--- src/rtl/alu_arbiter_pkg.sv ---
// Shared ALU opcodes, arbiter state encodings and flag bit positions for the
// ALU sharing arbiter.
package alu_arbiter_pkg;

  localparam logic [3:0] ALUOP_PD1 = 4'h0;
  localparam logic [3:0] ALUOP_PD2 = 4'h1;
  localparam logic [3:0] ALUOP_ADD = 4'h2;
  localparam logic [3:0] ALUOP_ADC = 4'h3;
  localparam logic [3:0] ALUOP_SUB = 4'h4;
  localparam logic [3:0] ALUOP_SBC = 4'h5;
  localparam logic [3:0] ALUOP_AND = 4'h6;
  localparam logic [3:0] ALUOP_OR  = 4'h7;
  localparam logic [3:0] ALUOP_XOR = 4'h8;

  localparam logic [1:0] ARB_IDLE = 2'd0;
  localparam logic [1:0] ARB_EXEC = 2'd1;
  localparam logic [1:0] ARB_WB   = 2'd2;

  localparam int unsigned FLAG_Z  = 3;
  localparam int unsigned FLAG_S  = 2;
  localparam int unsigned FLAG_C  = 1;
  localparam int unsigned FLAG_OF = 0;

  typedef struct packed {
    logic [3:0] op;
    logic [7:0] a;
    logic [7:0] b;
  } alu_req_t;

endpackage

--- src/rtl/alu_arbiter_rr_pick.sv ---
// Combinational round-robin selector: first requesting index strictly after
// ptr, searching modulo N.
module rr_pick #(
  parameter int unsigned N  = 2,
  parameter int unsigned IW = 1
) (
  input  logic [N-1:0]  req,
  input  logic [IW-1:0] ptr,
  output logic [N-1:0]  onehot,
  output logic [IW-1:0] index,
  output logic          any
);

  logic [IW-1:0] cand;

  always_comb begin
    onehot = '0;
    index  = '0;
    any    = 1'b0;
    cand   = '0;
    for (int unsigned off = 1; off <= N; off++) begin
      cand = IW'((32'(ptr) + off) % N);
      if (!any && req[cand]) begin
        any          = 1'b1;
        index        = cand;
        onehot[cand] = 1'b1;
      end
    end
  end

endmodule

--- src/rtl/alu_arbiter.sv ---
// Round-robin arbiter/sequencer sharing one negedge-evaluated 8-bit ALU among
// NUM_REQ requesters, with lock support for carry-dependent op chains.
module alu_arbiter
  import alu_arbiter_pkg::*;
#(
  parameter int unsigned NUM_REQ = 2
) (
  input  logic                 i_CLK,
  input  logic                 i_RST,
  input  logic [NUM_REQ-1:0]   i_Req,
  input  logic [NUM_REQ-1:0]   i_Lock,
  input  logic [4*NUM_REQ-1:0] i_Op,
  input  logic [8*NUM_REQ-1:0] i_A,
  input  logic [8*NUM_REQ-1:0] i_B,
  output logic [NUM_REQ-1:0]   o_Gnt,
  output logic [NUM_REQ-1:0]   o_Done,
  output logic [7:0]           o_Result,
  output logic [3:0]           o_Flags,
  output logic                 o_Busy,
  output logic [7:0]           o_ALU_Data1,
  output logic [7:0]           o_ALU_Data2,
  output logic [3:0]           o_ALU_Op,
  input  logic [7:0]           i_ALU_Result,
  input  logic                 i_ALU_Z,
  input  logic                 i_ALU_S,
  input  logic                 i_ALU_C,
  input  logic                 i_ALU_OF
);

  localparam int unsigned IW = (NUM_REQ > 1) ? $clog2(NUM_REQ) : 1;

  logic [1:0]         state;
  logic [IW-1:0]      rr_ptr;
  logic [IW-1:0]      owner;
  alu_req_t           cur;

  logic [NUM_REQ-1:0] pick_onehot;
  logic [IW-1:0]      pick_index;
  logic               pick_any;
  logic               relock;
  logic               accept;
  logic [IW-1:0]      win;
  alu_req_t           win_req;

  rr_pick #(
    .N  (NUM_REQ),
    .IW (IW)
  ) u_pick (
    .req    (i_Req),
    .ptr    (rr_ptr),
    .onehot (pick_onehot),
    .index  (pick_index),
    .any    (pick_any)
  );

  // A locked owner still requesting at the WB edge bypasses rotation.
  always_comb begin
    relock  = (state == ARB_WB) && i_Lock[owner] && i_Req[owner];
    win     = relock ? owner : pick_index;
    accept  = (state != ARB_EXEC) && (relock || pick_any);
    win_req = '0;
    for (int unsigned n = 0; n < NUM_REQ; n++) begin
      if (IW'(n) == win) begin
        win_req.op = i_Op[4*n +: 4];
        win_req.a  = i_A[8*n +: 8];
        win_req.b  = i_B[8*n +: 8];
      end
    end
  end

  always_ff @(posedge i_CLK or negedge i_RST) begin
    if (!i_RST) begin
      state    <= ARB_IDLE;
      rr_ptr   <= IW'(NUM_REQ - 1);
      owner    <= '0;
      cur      <= '{op: ALUOP_PD1, a: '0, b: '0};
      o_Gnt    <= '0;
      o_Done   <= '0;
      o_Result <= '0;
      o_Flags  <= '0;
    end else begin
      o_Done <= '0;
      case (state)
        ARB_EXEC: begin
          o_Result         <= i_ALU_Result;
          o_Flags[FLAG_Z]  <= i_ALU_Z;
          o_Flags[FLAG_S]  <= i_ALU_S;
          o_Flags[FLAG_C]  <= i_ALU_C;
          o_Flags[FLAG_OF] <= i_ALU_OF;
          o_Done           <= o_Gnt;
          state            <= ARB_WB;
        end
        default: begin
          if (accept) begin
            cur    <= win_req;
            owner  <= win;
            rr_ptr <= win;
            if (!relock) o_Gnt <= pick_onehot;
            state  <= ARB_EXEC;
          end else begin
            o_Gnt <= '0;
            state <= ARB_IDLE;
          end
        end
      endcase
    end
  end

  // Outside EXEC the ALU sees a pass-through that leaves its flags intact.
  always_comb begin
    o_ALU_Op    = ALUOP_PD1;
    o_ALU_Data1 = '0;
    o_ALU_Data2 = '0;
    if (state == ARB_EXEC) begin
      o_ALU_Op    = cur.op;
      o_ALU_Data1 = cur.a;
      o_ALU_Data2 = cur.b;
    end
  end

  assign o_Busy = (state != ARB_IDLE);

endmodule

--- config.mk ---
export PLATFORM = sky130hd
export DESIGN_NAME = alu_arbiter
export DESIGN_NICKNAME = d
export VERILOG_FILES = /design/src/rtl/alu_arbiter_pkg.sv /design/src/rtl/alu_arbiter_rr_pick.sv /design/src/rtl/alu_arbiter.sv
export SDC_FILE = /design/constraint.sdc
export NUM_CORES = 1
export LEC_CHECK = 0
export CORE_ASPECT_RATIO = 0.6
export CORE_MARGIN = 2
export CORE_UTILIZATION = 43
export CTS_BUF_LIST = sky130_fd_sc_hd__clkbuf_2
export CTS_CLUSTER_DIAMETER = 150
export CTS_CLUSTER_SIZE = 20
export DETAILED_ROUTE_END_ITERATION = 10
export PLACE_DENSITY_LB_ADDON = 0.08
export SETUP_SLACK_MARGIN = 0.02
export SLEW_MARGIN = 20
export SYNTH_ARGS = -nofsm -noshare
export SYNTH_HDL_FRONTEND = slang
export SYNTH_SLANG_ARGS = --single-unit
--- constraint.sdc ---
create_clock -name i_CLK -period 1.7 [get_ports i_CLK]
set_input_delay 0.34 -clock i_CLK [delete_from_list [all_inputs] [get_ports i_CLK]]
set_output_delay 0.34 -clock i_CLK [all_outputs]
set_load 0.03 [all_outputs]
==> run metrics <==
Initial DRC Count 168; grt ovf 0; worst-skew pair later-pin latency 390 ps; clk_skew 24.1 ps; core area 4710 sq um; period utilization 108%; FP Rows 19; Fin. Hold Viols 0; Setup Viol. Count Final 23; CTS Sinks 40; # IOs 95; Synth area leaders dfrtp_1 45%, nand2_1 11%, a221o_1 9.2%; # H-tree levels 2; ratio of cells with drive above 1 in the final layout 27.6%; IO Port Bufs 94; post-route ant nets 0; Area Overhead vs Synth 67.2%; final WL 6920 microns; Tmin final 1840 ps; Setup WS post-layout -143 ps; outcome complete, but fails checks; library cells used by synthesis 27; cts bufs inserted 5; worst reg-to-reg path cell count 7; GPL Wtd Cong 0.819; final slew viol count 0; HPWL after DPL 4190 microns; Power Density 1720 nW/um^2; yosys warns 0; failing checks setup timing; Core Util, Final 76.9%; Nets 401; drt wl/cell 17.0 microns; hold crit path type in -> async; global-route wire length before repair 10,400 microns; P_leak 1.68 nW; Yosys top cell by area dfrtp_1; CP Class reg -> out; Worst Tran Pin Value 363 ps; r2r endpoint cur[4]$_DFFE_PN0P_; DR pass1 iterations 4; Clock transition at path regs 220 ps; ys async rst share 100%; Placed Cells incl. Taps 379; Die ar. 5640 sq um; Initial Utilization 46.0%; Synth top area share 45.1%; RSZ-0062 raised after global routing yes; Post-synth top flop dfrtp_1; Die W 95.6 microns; Synthesized Nets 285; Worst Path Required 1360 ps; pre-CTS WS -528 ps; CP max FO 12; worst vdd ir 0.858 mV; antenna cells 0; worst-case clock buffer depth 2; Avg Cell Area, Syn 9.54 sq um; initial antenna violation count 0; Fmax achieved 542 MHz; CP Launch Type register; Vias/cell 5.53; Cells after Synth 227; register bit total from synthesis 40; synthesized cell area 2160 sq um; vias 2,251; vias in the first global route 2,196; setup slack, reg-to-reg 10 ps; total track usage 24.4%; DR DRC count 0; Root Driver clkbuf_2; FF-to-FF Start state[1]$_DFF_PN0_; Non-Filler Instances 407; max_slew headroom 75.7%; CTS tree built; die height 59.0 microns; crit path DAT 1500 ps; pin count of the biggest net entering global routing 39; sequential element share of the synthesized area 46.3%; crit end category output pin; max cap viols 0; EDFF count, synth 0
[cell families (layout without fill, tap and decap cells)]
family                 after synthesis  count (layout)  synth area share [%]
buffers and inverters               22             136                  5.26
AOI/OAI and AO/OA                   73              73                  28.9
and+or+nand+nor                     92              95                  19.5
DFF                                 40              40                  46.3
[layout make-up]
cell class	instances	area, sq um
clock inverters	3	42.5
clock buffers	5	25.0
flip-flops and latches	40	1000
multi-input cells	168	1170
inverters	3	18.8
fillers	328	1090
repair buffers	125	1280
well taps	63	78.8
[placed cells by master (no fill, tap or decap), types with 2 or more instances in the layout]
cell type / n
dfrtp_1: 39
dlygate4sd2_1: 16
nor2_1: 2
a2bb2oi_1: 17
nor2_4: 2
clkbuf_2: 5
a2bb2oi_2: 3
o21bai_1: 20
buf_4: 21
and2_1: 2
buf_6: 22
a221o_1: 20
clkdlybuf4s50_1: 56
nand2_1: 60
o21ai_0: 7
buf_12: 5
buf_16: 2
nor2_2: 2
buf_2: 2
a211oi_1: 2
and2_4: 20
[metrics by stage]
stage               hold WS (ps)  setup TNS, ps  power (mW)  cell area (sq um)
floorplan                   44.4              0        3.72               2160
global placement             148          -8740        4.90               3180
detailed placement           151         -10450        4.95               3180
CTS                          213          -2880        6.04               3530
global route                 192          -4710        6.58               3620
finish                       257          -2450        6.22               3620
[sequential cells by signal (all words and copies together) (netlist names)]
signal,flops
rr_ptr,1
o_Result,8
owner,1
cur,20
o_Flags,4
o_Done,2
state,2
o_Gnt,2
[how the worst max path moves through the flow]
stage / start / slack (ps) / cells past startpoint / endpoint
CTS: state[1]$_DFF_PN0_ / -170 / 3 / o_Busy
floorplan: i_Req[0] / 80 / 6 / cur[0]$_DFFE_PN0P_
global route: state[1]$_DFF_PN0_ / -240 / 5 / o_ALU_Data1[2]
global placement: i_Lock[1] / -440 / 5 / cur[5]$_DFFE_PN0P_
finish: state[1]$_DFF_PN0_ / -140 / 5 / o_ALU_Data1[2]
detailed placement: i_Lock[1] / -530 / 5 / cur[0]$_DFFE_PN0P_
[cell usage after synthesis (2+ instances only)]
| library cell | count |
|---|---|
| a2bb2oi_1 | 20 |
| dfrtp_1 | 39 |
| buf_6 | 3 |
| inv_2 | 2 |
| clkbuf_1 | 11 |
| o21ai_0 | 7 |
| a211oi_1 | 2 |
| nor2_1 | 2 |
| buf_2 | 4 |
| nand2_1 | 61 |
| and2_1 | 22 |
| a221o_1 | 20 |
| o21bai_1 | 20 |
[worst max-delay path, stage by stage, from the launching register on]
cell      delay, ps
dfrtp_1         430
nand2b_4        170
inv_8            90
buf_12          130
and2_4          160
buf_6           120
[routing by layer]
layer  routed length [microns]  track usage [%]
met1                      3120             34.5
met2                      3190             37.6
met3                       574             6.66
met4                        40             6.12
met5                         0                0
[power breakdown]
group	total, mW	switching (mW)	internal, mW
registers	1.72	0.297	1.43
clock network	0.576	0.330	0.246
logic	3.92	1.99	1.92
[repair_timing]
item,4_1_cts,5_1_grt
pin swaps,9,6
endpoints found under the setup margin,57,42
gates cloned,3,3
resized for setup,68,10
hold endpoints to repair,39,0
hold buffers,1,0
buffers inserted,6,8
Power figures use the tool's default switching activity.
